[src/rtl/uart_cmd_rx_pkg.sv]
// Shared definitions for the serial command front-end: opcode width, the
// ALU opcode map, the default sync byte and the receiver/frame state sets.
package uart_cmd_rx_pkg;

  localparam int OPC_W = 3;

  // ALU opcode map shared with the downstream ALU.
  localparam logic [OPC_W-1:0] ALU_ADD  = 3'd0;
  localparam logic [OPC_W-1:0] ALU_SUB  = 3'd1;
  localparam logic [OPC_W-1:0] ALU_AND  = 3'd2;
  localparam logic [OPC_W-1:0] ALU_OR   = 3'd3;
  localparam logic [OPC_W-1:0] ALU_XOR  = 3'd4;
  localparam logic [OPC_W-1:0] ALU_SHL  = 3'd5;
  localparam logic [OPC_W-1:0] ALU_SHR  = 3'd6;
  localparam logic [OPC_W-1:0] ALU_PASS = 3'd7;

  localparam logic [7:0] SYNC_BYTE_DEFAULT = 8'hA5;

  // Byte receiver states.
  typedef enum logic [1:0] {
    RX_IDLE,
    RX_START,
    RX_DATA,
    RX_STOP
  } rx_state_t;

  // Frame assembler states; FRM_CHK is only reachable with the checksum byte.
  typedef enum logic [2:0] {
    FRM_HUNT,
    FRM_OPC,
    FRM_OPA,
    FRM_OPB,
    FRM_CHK
  } frame_state_t;

  // Checksum carried in the optional fifth byte.
  function automatic logic [7:0] frame_checksum(input logic [7:0] opc_byte,
                                                input logic [7:0] op_a,
                                                input logic [7:0] op_b);
    return opc_byte ^ op_a ^ op_b;
  endfunction

endpackage

[src/rtl/uart_rx_byte.sv]
// 8N1 byte receiver: 2-FF synchronizer, modulo-CLKS_PER_BIT bit timer and a
// four-state byte FSM. Emits a one-cycle byte_valid (good stop bit) or
// byte_ferr (stop bit low); data holds the last assembled byte.
module uart_rx_byte
  import uart_cmd_rx_pkg::*;
#(
  parameter int CLKS_PER_BIT = 16
) (
  input  logic       clock,
  input  logic       reset,
  input  logic       rx,
  output logic [7:0] data,
  output logic       byte_valid,
  output logic       byte_ferr
);

  localparam int CW = $clog2(CLKS_PER_BIT);
  localparam logic [CW-1:0] HALF_M1 = CW'(CLKS_PER_BIT / 2 - 1);
  localparam logic [CW-1:0] FULL_M1 = CW'(CLKS_PER_BIT - 1);

  logic          rx_meta;
  logic          rx_sync;
  logic          rx_prev;
  rx_state_t     state;
  rx_state_t     state_n;
  logic [CW-1:0] cnt;
  logic [CW-1:0] cnt_n;
  logic [2:0]    bit_idx;
  logic [2:0]    bit_idx_n;
  logic [7:0]    shreg;
  logic [7:0]    shreg_n;
  logic          valid_n;
  logic          ferr_n;

  // Synchronize rx and keep one extra stage for falling-edge detection.
  always_ff @(posedge clock) begin
    if (reset) begin
      rx_meta <= 1'b1;
      rx_sync <= 1'b1;
      rx_prev <= 1'b1;
    end else begin
      rx_meta <= rx;
      rx_sync <= rx_meta;
      rx_prev <= rx_sync;
    end
  end

  // Byte FSM state, bit timer, shift register and registered strobes.
  always_ff @(posedge clock) begin
    if (reset) begin
      state      <= RX_IDLE;
      cnt        <= '0;
      bit_idx    <= '0;
      shreg      <= '0;
      byte_valid <= 1'b0;
      byte_ferr  <= 1'b0;
    end else begin
      state      <= state_n;
      cnt        <= cnt_n;
      bit_idx    <= bit_idx_n;
      shreg      <= shreg_n;
      byte_valid <= valid_n;
      byte_ferr  <= ferr_n;
    end
  end

  // Next-state logic: sample mid-bit, LSB first; stop bit decides valid/ferr.
  always_comb begin
    state_n   = state;
    cnt_n     = cnt;
    bit_idx_n = bit_idx;
    shreg_n   = shreg;
    valid_n   = 1'b0;
    ferr_n    = 1'b0;
    case (state)
      RX_IDLE: begin
        cnt_n = '0;
        if (rx_prev && !rx_sync) state_n = RX_START;
      end
      RX_START: begin
        if (cnt == HALF_M1) begin
          cnt_n     = '0;
          bit_idx_n = '0;
          // A line that is high again at mid start bit was only a glitch.
          state_n   = rx_sync ? RX_IDLE : RX_DATA;
        end else begin
          cnt_n = cnt + 1'b1;
        end
      end
      RX_DATA: begin
        if (cnt == FULL_M1) begin
          cnt_n   = '0;
          shreg_n = {rx_sync, shreg[7:1]};
          if (bit_idx == 3'd7) state_n = RX_STOP;
          else bit_idx_n = bit_idx + 1'b1;
        end else begin
          cnt_n = cnt + 1'b1;
        end
      end
      RX_STOP: begin
        if (cnt == FULL_M1) begin
          cnt_n   = '0;
          valid_n = rx_sync;
          ferr_n  = !rx_sync;
          state_n = RX_IDLE;
        end else begin
          cnt_n = cnt + 1'b1;
        end
      end
      default: state_n = RX_IDLE;
    endcase
  end

  assign data = shreg;

endmodule

[src/rtl/uart_cmd_rx.sv]
// Serial command front-end: assembles sync/opcode/A/B frames from the byte
// receiver and presents registered a, b, opcode with a cmd_valid pulse and a
// sticky cmd_ena level. Malformed or stalled frames give a frame_err pulse.
// Optional feature: define UART_CMD_RX_CHECKSUM_EN for a fifth checksum byte
// (opcode byte ^ A ^ B) that must match before the frame commits.
//
// Handshake: none. cmd_valid is a single-cycle strobe; a, b and opcode are
// valid in that same cycle and stay unchanged until the next cmd_valid.
module uart_cmd_rx
  import uart_cmd_rx_pkg::*;
#(
  parameter int         CLKS_PER_BIT  = 16,
  parameter int         FRAME_TIMEOUT = 4096,
  parameter logic [7:0] SYNC_BYTE     = SYNC_BYTE_DEFAULT
) (
  input  logic             clock,
  input  logic             reset,
  input  logic             rx,
  output logic [7:0]       a,
  output logic [7:0]       b,
  output logic [OPC_W-1:0] opcode,
  output logic             cmd_valid,
  output logic             cmd_ena,
  output logic             frame_err
);

  localparam int TW = $clog2(FRAME_TIMEOUT + 1);
  localparam logic [TW-1:0] TMO_LIMIT = TW'(FRAME_TIMEOUT);

  logic [7:0]       byte_data;
  logic             byte_valid;
  logic             byte_ferr;
  frame_state_t     fstate;
  frame_state_t     fstate_n;
  logic [OPC_W-1:0] sh_opc;
  logic [OPC_W-1:0] sh_opc_n;
  logic [7:0]       sh_a;
  logic [7:0]       sh_a_n;
  logic [7:0]       commit_b;
  logic [TW-1:0]    tmo_cnt;
  logic             timeout;
  logic             commit;
  logic             reject;
`ifdef UART_CMD_RX_CHECKSUM_EN
  logic [7:0]       sh_b;
  logic [7:0]       sh_b_n;
`endif

  uart_rx_byte #(
    .CLKS_PER_BIT(CLKS_PER_BIT)
  ) u_rx_byte (
    .clock     (clock),
    .reset     (reset),
    .rx        (rx),
    .data      (byte_data),
    .byte_valid(byte_valid),
    .byte_ferr (byte_ferr)
  );

  // A received byte on the same cycle as expiry keeps the frame alive.
  assign timeout = (fstate != FRM_HUNT) && (tmo_cnt == TMO_LIMIT) && !byte_valid;

  // Frame state and shadow operand registers.
  always_ff @(posedge clock) begin
    if (reset) begin
      fstate <= FRM_HUNT;
      sh_opc <= '0;
      sh_a   <= '0;
`ifdef UART_CMD_RX_CHECKSUM_EN
      sh_b   <= '0;
`endif
    end else begin
      fstate <= fstate_n;
      sh_opc <= sh_opc_n;
      sh_a   <= sh_a_n;
`ifdef UART_CMD_RX_CHECKSUM_EN
      sh_b   <= sh_b_n;
`endif
    end
  end

  // Inter-byte idle counter: zero in HUNT, cleared by every good byte.
  always_ff @(posedge clock) begin
    if (reset) begin
      tmo_cnt <= '0;
    end else if (fstate_n == FRM_HUNT || byte_valid) begin
      tmo_cnt <= '0;
    end else if (tmo_cnt != TMO_LIMIT) begin
      tmo_cnt <= tmo_cnt + 1'b1;
    end
  end

  // Frame assembly: decide advance, commit or reject for each byte event.
  always_comb begin
    fstate_n = fstate;
    sh_opc_n = sh_opc;
    sh_a_n   = sh_a;
`ifdef UART_CMD_RX_CHECKSUM_EN
    sh_b_n   = sh_b;
    commit_b = sh_b;
`else
    commit_b = byte_data;
`endif
    commit   = 1'b0;
    reject   = 1'b0;
    if (fstate == FRM_HUNT) begin
      // Framing errors and foreign bytes are ignored while hunting.
      if (byte_valid && byte_data == SYNC_BYTE) fstate_n = FRM_OPC;
    end else if (byte_valid) begin
      case (fstate)
        FRM_OPC: begin
          if (byte_data[7:OPC_W] != '0) begin
            reject = 1'b1;
          end else begin
            sh_opc_n = byte_data[OPC_W-1:0];
            fstate_n = FRM_OPA;
          end
        end
        FRM_OPA: begin
          sh_a_n   = byte_data;
          fstate_n = FRM_OPB;
        end
        FRM_OPB: begin
`ifdef UART_CMD_RX_CHECKSUM_EN
          sh_b_n   = byte_data;
          fstate_n = FRM_CHK;
`else
          commit   = 1'b1;
`endif
        end
`ifdef UART_CMD_RX_CHECKSUM_EN
        FRM_CHK: begin
          if (byte_data == frame_checksum({{(8-OPC_W){1'b0}}, sh_opc}, sh_a, sh_b))
            commit = 1'b1;
          else
            reject = 1'b1;
        end
`endif
        default: fstate_n = FRM_HUNT;
      endcase
    end else if (byte_ferr || timeout) begin
      reject = 1'b1;
    end
    if (commit || reject) fstate_n = FRM_HUNT;
  end

  // Output registers: only a commit updates the command fields.
  always_ff @(posedge clock) begin
    if (reset) begin
      a         <= '0;
      b         <= '0;
      opcode    <= '0;
      cmd_valid <= 1'b0;
      cmd_ena   <= 1'b0;
      frame_err <= 1'b0;
    end else begin
      cmd_valid <= commit;
      frame_err <= reject;
      if (commit) begin
        a       <= sh_a;
        b       <= commit_b;
        opcode  <= sh_opc;
        cmd_ena <= 1'b1;
      end
    end
  end

endmodule

[config.mk]
export PLATFORM = sky130hd
export DESIGN_NAME = uart_cmd_rx
export DESIGN_NICKNAME = d
export VERILOG_FILES = /design/src/rtl/uart_cmd_rx_pkg.sv /design/src/rtl/uart_rx_byte.sv /design/src/rtl/uart_cmd_rx.sv
export SDC_FILE = /design/constraint.sdc
export NUM_CORES = 1
export LEC_CHECK = 0
export ABC_AREA = 0
export BUFFER_PORTS_ARGS = -buffer_cell sky130_fd_sc_hd__buf_2
export CORE_AREA = 2 2 74 76
export DETAILED_ROUTE_END_ITERATION = 7
export DIE_AREA = 0 0 76 78
export PLACE_DENSITY = 0.76
export SLEW_MARGIN = 20
export SYNTH_ARGS = -nofsm -noshare
export SYNTH_HDL_FRONTEND = slang
export SYNTH_SLANG_ARGS = --single-unit
[constraint.sdc]
create_clock -name clock -period 2 [get_ports clock]
set_clock_uncertainty 0.15 [all_clocks]
set_input_delay 0.2 -clock clock [delete_from_list [all_inputs] [get_ports clock]]
set_output_delay 0.2 -clock clock [all_outputs]
set_load 0.1 [all_outputs]
# Word-level counts from Yosys, hierarchy flattened

Cells that the tools add are included.

Bits in registers: 71
Input bits: 3
Output and inout port bits: 22
Logic and storage cells: 95

$add $sub $neg: 3
Equality and inequality tests: 18
Muxes and demuxes: 28
Bitwise logic cells: 4
Reductions and logical operators: 23

Operator list:

| cell                    | count |
|---|---|
| $mux W3                 | 8 |
| $add A13 B1 Y13 const B | 1 |
| $eq A13 B13 Y1 const B  | 1 |
| $ne A13 B13 Y1 const B  | 1 |
| $mux W2                 | 6 |
| $pmux W4 S3             | 1 |
| $ne A2 B1 Y1 const B    | 5 |
| $pmux W3 S3             | 1 |
| $eq A8 B8 Y1 const B    | 1 |
| $mux W1                 | 8 |
| $mux W4                 | 2 |
| $pmux W2 S4             | 1 |
| $reduce_and A4 Y1       | 2 |
| $eq A3 B2 Y1 const B    | 2 |
| $logic_not A3 Y1        | 2 |
| $pmux W3 S2             | 1 |
| $reduce_and A5 Y1       | 1 |
| $reduce_bool A5 Y1      | 1 |
| $add A4 B1 Y4 const B   | 1 |
| $eq A2 B2 Y1 const B    | 2 |
| $eq A4 B3 Y1 const B    | 1 |
| $eq A4 B4 Y1 const B    | 1 |
| $logic_and A1 B1 Y1     | 4 |
| $not A1 Y1              | 4 |
| 14 further kinds        | 18 |

# Logic depth before layout (Yosys ltp)

Gate-level depths: netlist of run 1.

Depth in word-level cells: 12
Mapped depth: 7

# Modules after synthesis

Synthesis of run 1 repeated with hierarchy kept, for this count alone.

Cells, all modules: 327
Area, all modules: 2,945.3 sq um

By module, submodules not included:

| module       | instances | cells each | area an instance (sq um) | sequential area each (sq um) |
|---|---|---|---|---|
| uart_cmd_rx  | 1         | 231        | 2,030.7                  | 980.9 |
| uart_rx_byte | 1         | 96         | 914.6                    | 440.4 |

# Worst setup path before layout of run 1

OpenSTA, ideal clock, no wires.

Kind: register to register
From: reg u_rx_byte.bit_idx[0]
To: reg u_rx_byte.bit_idx[0]
Arrival time: 1.322 ns
Required time: 1.729 ns
Path slack: 0.407 ns
Stages on the path, launching flop included: 6
Path buffers: 0
Period minus slack after synthesis: 1.593 ns
Path through: dfxtp_1 ha_1 ha_1 o32ai_1 a31oi_1 mux2_2

Longest elaborated chain between the ends: 4
Elaborated cells on any way between the ends: 7

Ends and longest elaborated chain:

| item                     | RTL line           | RTL |
|---|---|---|
| start: declaration       | uart_rx_byte.sv:28 | `logic [2:0] bit_idx;` |
| start signal: assignment | uart_rx_byte.sv:60 | `bit_idx <= bit_idx_n;` |
| $add A3 B1 Y3            | uart_rx_byte.sv:95 | `else bit_idx_n = bit_idx + 1'b1;` |
| $mux W3                  | uart_rx_byte.sv:94 | `if (bit_idx == 3'd7) state_n = RX_STOP;` |
| $mux W3                  | uart_rx_byte.sv:91 | `if (cnt == FULL_M1) begin` |
| $pmux W3 S2              | uart_rx_byte.sv:75 | `case (state)` |

Several ways; a longest one is shown, not always the timed one. The select of a mux whose other input is x is not followed.
A chain may end at the register's enable or synchronous reset.

# Worst setup path in the final report of run 1

Ends and elaborated chain as after synthesis.

==> metrics, run 1 <==
Tmin final 1700 ps; post-synthesis compound-gate area fraction 12.3%; register area share after synthesis 49.5%; average size of a mapped cell 8.89 um2; Startpoint Class flop; status finished clean; WS Path Type flop to flop; CTS max path bufs 2; DR vias/cell 5.37; Reg power frac 55.4%; utilization after layout 64.5%; drt wl/cell 12.7 um; NumNets Final 357; FFs w/ async S/R, synth 0%; Slew HR 67.8%; worst-skew pair later-pin latency 340 ps; crit path cell chain ha_1 -> ha_1 -> o32ai_1 -> a31oi_1 -> mux2_2; Power per Cell Area 788 nW/um2; Final period util 84.9%; Main synth FF type dfxtp_1; Placed Area 3050 um2; RSZ-0062 raised after global routing no; Final setup viols 0; sw frac 20.6%; mux contribution to synthesized area 1.44%; reg2reg setup slack 300 ps; initial antenna violation count 0; top cells by area, synth dfxtp_1 50%, nand2_1 9.0%, a21oi_1 6.8%; layout cells sized above 1 18.6%; Resize count post-CTS 0; top post-synthesis cells by count 71 x dfxtp_1, 69 x nand2_1, 39 x a21oi_1; post-synthesis cell count 323; Slew Viols, Final 0; post-synthesis adder-cell area fraction 2.18%; Buf+Inv Stages, Crit Path 0; Cell Rows 26; f_max 589 MHz; PortBufs 24; Post-Syn Nets 331; worst setup margin 303 ps; largest family of logic cells by synthesized area simple AND/OR/NAND/NOR gates; max-cap viol count 0; largest net degree at the start of global routing 29; Critical Path Most Common Cell ha_1; gpl congestion 0.817; Post-synth EDFFs 0; count leader, synth dfxtp_1; Inserted Clock Buffers 9; Final ANT Viol Nets 0; area grow syn2layout 13.3%; Worst Max-Slew Pin Slew 487 ps; Synth cell types 47; Max stage delay cell, worst path dfxtp_1; Initial Utilization 56.9%; setup_tns 0 ps; width of the die 76 um; Mapped Area 2870 um2; Yosys reg bits 71; chip height 78 um; via count 2275; Int Pwr 2.04 mW; die area 5930 um2; Max VDD drop 0.495 mV; Clock Pin Slew Worst Setup and Hold Paths 70 ps; logic gate share of total power 1.6%; core area 5040 um2; Crit Path Max Fanout 3; Tot GR Track Use 19.7%; H-Tree Depth 3; Setup Slack @ Placement 292 ps; HP Class primary input to flop; DR iter-0 viols 92; Routed WL 5380 um; family with the most delay on the worst path compound AO/OA/AOI/OAI gates; CTS sink cnt 71; yosys warns 0; number of global-route vias before repair 2054; simple-gate portion of the synthesized area 26.8%; CTS tree built; Synth Area in XOR/XNOR 3.66%; CP required 2080 ps; Sw Pwr 0.527 mW; gr ovfl total 0; I/O Pins 25; static leakage 1.24 nW; slowest stage delay, CP 320 ps; Detailed Routing Iterations Pass 1 4; Final Hold Fails 0; CP endpoint kind flop; drc violations 0; Total Power 2.56 mW; Ant. Diodes 0; leading area contributor after synthesis dfxtp_1; Clock Power Share 43.0%; crit path DAT 1780 ps; top-area cell type share of the netlist area 49.5%; Root Driver clkbuf_8; Final Cell Area 3250 um2; dpl hpwl 3670 um; first-pass GRT wire length 9300 um
[routing by layer]
| layer | routed length [um] | GRT usage (%) | part of all wire [%] | vias to the layer above |
|---|---|---|---|---|
| met5 | 0 | 0 | 0 | - |
| met4 | 138 | 10.9 | 2.6 | 0 |
| met3 | 176 | 4.88 | 3.3 | 13 |
| met2 | 2540 | 31.6 | 47 | 40 |
| met1 | 2530 | 24.3 | 47 | 1066 |
| li1 | - | - | - | 1156 |
[through the flow]
stage | hold slack, ps | instances
floorplan | 154 | 323
global placement | 236 | 407
detailed placement | 240 | 407
CTS | 118 | 424
global route | 138 | 424
finish | 133 | 424
[cells by family after synthesis]
family          Yosys count
flops                    71
compound gates           61
xor+xnor                 12
mux                       4
buf+inv                  23
simple gates            147
fa+ha+maj                 5
[registers in the layout, summed over array words and instances, names as in the netlist, 4 cells and up, named ones only]
register	cells
a	8
b	8
sh_a	8
tmo_cnt	13
u_rx_byte.cnt	4
u_rx_byte.data	8
[power by group through the flow]
stage | Clock [mW] | Sequential, mW | Combinational, mW
global placement | 0 | 1.45 | 0.0385
floorplan | 0 | 1.45 | 0.0337
CTS | 1.12 | 1.42 | 0.0403
detailed placement | 0 | 1.45 | 0.0386
global route | 1.18 | 1.42 | 0.0444
finish | 1.10 | 1.42 | 0.0404
[cell usage in the layout, fill, tap and decap left out, drive strengths merged, types with 3 or more instances in the layout]
| master | synthesis | layout |
|---|---|---|
| nand2 | 69 | 69 |
| nand3 | 10 | 10 |
| inv | 5 | 5 |
| xor2 | 11 | 11 |
| ha | 5 | 5 |
| dfxtp | 71 | 71 |
| and4 | 5 | 5 |
| nor2 | 28 | 28 |
| a22o | 3 | 3 |
| nor4b | 3 | 3 |
| buf | 9 | 32 |
| nor4 | 5 | 5 |
| mux2i | 3 | 3 |
| nand4 | 6 | 6 |
| clkbuf | 9 | 12 |
| o21ai | 9 | 9 |
| clkinv | 0 | 3 |
| nor3b | 3 | 3 |
| nor3 | 4 | 4 |
| a21oi | 39 | 39 |
| or2 | 4 | 4 |
[worst paths after layout]
| kind | cells past startpoint | startpoint | end |
|---|---|---|---|
| setup / recovery | 5 | u_rx_byte.bit_idx[0] | u_rx_byte.bit_idx[0] |
| hold / removal | 3 | reset | tmo_cnt[1] |
| setup reg to reg | 5 | u_rx_byte.bit_idx[0] | u_rx_byte.bit_idx[0] |
| hold reg to reg | 1 | u_rx_byte.rx_meta | u_rx_byte.rx_sync |
[layout make-up]
type                            instances  area, um2
Sequential cell                        71       1420
Multi-Input combinational cell        229       1330
Inverter                                5       18.8
Tap cell                               70       87.6
Timing Repair Buffer                   33        203
Clock inverter                          4       45.0
Fill cell                             428       1790
Clock buffer                           12        145
[worst min-delay path, cell delays in order]
cell	delay (ps)
buf_2	100
nor3_1	60
and4_2	220
[what timing repair did]
item,CTS,global route
setup buffers,0,0
hold buffers,1,0
endpoints found under the hold margin,1,0
No activity file was read; power rests on OpenSTA's default activity.
==> inputs of run 2 (changes only) <==
- CORE_AREA: 2 2 74 76 -> 2 2 78 80
- DIE_AREA: 0 0 76 78 -> 0 0 80 82
- PLACE_DENSITY: 0.76 -> 0.72
- clock period: 2 -> 1.45 ns (I/O delays scaled with it)
==> run 2 against run 1 <==
  * Flip-flop and latch count unchanged
  * Die area up 11%
  * Design area up 16%
  * Combinational power up 73%
  * Sequential share of layout area down 5.8 points
  * The run now ends with setup timing left
  * First-iteration DRC count up 6.5%
  * Critical path depth unchanged
  * Largest power group unchanged
  * Sequential power up 38%
  * Count of clock-buffer cells in the layout down 3
  * Via count up 7.4%
==> metrics, run 2 (synthesized netlist as in run 1, its figures left out) <==
status finished with violations; failing checks setup timing; max-cap viol count 0 (unchanged); Total Power 3.73 mW (+45%); Tmin final 1570 ps (-130 ps); hold slack 44.1 ps (-88.5 ps); Setup Slack @ Placement -112 ps (-404 ps); Final Hold Fails 0 (unchanged); hold depth 3 (unchanged); commonest non-fill, non-tap cell in the layout nand2_1; Buf+Inv Stages, Crit Path 0 (unchanged); HP Class primary input to flop; Critical Path Most Common Cell ha_4; drt wl/cell 12.7 um (about the same); FILL cells 489 (+14%); worst-skew pair later-pin latency 340 ps (about the same); WS Path Type flop to flop; Inserted Clock Buffers 9 (unchanged); H-Tree Depth 3 (unchanged); Ant. Diodes 0 (unchanged); Int Pwr 2.94 mW (+44%); static leakage 1.49 nW (+20%); number of global-route vias before repair 2191 (+6.7%); family with the most delay on the worst path compound AO/OA/AOI/OAI gates; gpl congestion 0.858 (+5.0%); Top reg by flops tmo_cnt; Sw Pwr 0.791 mW (+50%); Final period util 108% (+23 points); worst reg2reg startpoint u_rx_byte.bit_idx[1]; die area 6560 um2 (+11%); Placed Area 3430 um2 (+12%); width of the die 80 um (+5.3%); crit path cell chain ha_4 -> ha_4 -> o32ai_4 -> a31oi_2 -> mux2_4; Final ANT Viol Nets 0 (unchanged); Max VDD drop 0.890 mV (+80%); Initial Utilization 50.0% (-7.0 points); Cell Rows 28 (+7.7%); Tot GR Track Use 19.5% (-0.13 points); Max stage delay cell, worst path dfxtp_2; Startpoint Class flop; via count 2444 (+7.4%); # placed instances 451 (+11%); gr ovfl total 0 (unchanged); logic gate share of total power 1.9% (+0.3 points); max reg flops 13 (unchanged); most frequent cells in the layout 69 x nand2_1, 60 x dfxtp_1, 49 x buf_4; Detailed Routing Iterations Pass 1 4 (unchanged); chip height 82 um (+5.1%); Reg power frac 52.6% (-2.8 points); setup_tns -1400 ps (-1400 ps); f_max 638 MHz (+8.3%); crit path DAT 1650 ps (-130 ps); Clock Power Share 45.5% (+2.5 points); Routed WL 5990 um (+11%); Root Driver clkbuf_8; drc violations 0 (unchanged); DR vias/cell 5.18 (-3.5%); Worst Max-Slew Pin Slew 487 ps (+0.0569 ps); Hold Startpoint reset; slowest stage delay, CP 340 ps (+20 ps); layout cells sized above 1 35.0% (+16 points); sw frac 21.2% (+0.65 points); area grow syn2layout 31.9%; utilization after layout 65.9% (+1.4 points); Final Cell Area 3780 um2 (+16%); worst reg2reg path depth 5 (unchanged); reg2reg setup slack -120 ps (-420 ps); initial antenna violation count 0 (unchanged); I/O Pins 25 (unchanged); NumNets Final 401 (+12%); CP endpoint kind flop; Post-Layout Cell Count 472 (+11%); CTS tree built; dpl hpwl 4060 um (+11%); Reg-to-Reg End u_rx_byte.bit_idx[0]; Clock Pin Slew Worst Setup and Hold Paths 70 ps (about the same); Slew HR 67.8% (about the same); Slew Viols, Final 0 (unchanged); Power per Cell Area 985 nW/um2 (+25%); DR iter-0 viols 98 (+6.5%); CTS sink cnt 71 (unchanged); PortBufs 24 (unchanged); Crit Path Max Fanout 3 (unchanged); CTS max path bufs 2 (unchanged); worst setup margin -117 ps (-420 ps); CP required 1530 ps (-550 ps); RSZ-0062 raised after global routing yes; core area 5750 um2 (+14%); first-pass GRT wire length 9970 um (+7.2%); Final setup viols 20 (+20); largest net degree at the start of global routing 25 (-14%); Worst Hold Path EP u_rx_byte.cnt[3]
run 2: worst reg2reg max path: cells and delay by family (launching register included):
kind | cells | cell delay, ps
compound gates | 2 | 360
flops | 1 | 340
fa+ha+maj | 2 | 330
mux | 1 | 280
run 2: area by class of cell:
type,count,area (um2),share of cell area [%]
clock buffers,9,124,3.27
clock inverters,6,86.3,2.28
inverters,5,18.8,0.496
multi-input cells,229,1480,39.2
flip-flops and latches,71,1440,37.9
well taps,75,93.8,2.48
repair buffers,77,543,14.3
run 2: how the worst max path moves through the flow:
stage / start / endpoint / slack (ps) / depth (start not counted)
after floorplan: u_rx_byte.bit_idx[0] / u_rx_byte.bit_idx[0] / -20 / 5
after global placement: tmo_cnt[1] / frame_err / -70 / 6
after detailed placement: tmo_cnt[1] / frame_err / -110 / 6
after CTS: u_rx_byte.bit_idx[1] / u_rx_byte.bit_idx[0] / -80 / 5
after global routing: tmo_cnt[0] / frame_err / -190 / 6
final: u_rx_byte.bit_idx[1] / u_rx_byte.bit_idx[0] / -120 / 5
run 2: what timing repair did:
action,CTS,global route
pin swaps,3,7
hold endpoints to repair,1,0
hold buffers,1,0
setup buffers,3,2
resized for setup,11,17
endpoints found under the setup margin,34,55
run 2: power by group through the flow:
stage / Sequential [mW] / Combinational, mW / Clock [mW]
final: 1.96 / 0.0699 / 1.70
after global routing: 1.96 / 0.0788 / 1.79
after CTS: 1.96 / 0.0657 / 1.73
after detailed placement: 2.00 / 0.0620 / 0
after global placement: 2.00 / 0.0611 / 0
after floorplan: 2.00 / 0.0478 / 0
run 2: metal layers:
| layer | track usage [%] | vias to the layer above | share of wire, % | routed length, um |
|---|---|---|---|---|
| met5 | 0 | - | 0 | 0 |
| met4 | 8.31 | 0 | 1.6 | 97 |
| met3 | 4.95 | 11 | 3.8 | 225 |
| met2 | 31.1 | 35 | 48 | 2860 |
| met1 | 25.3 | 1151 | 47 | 2810 |
| li1 | - | 1247 | - | - |
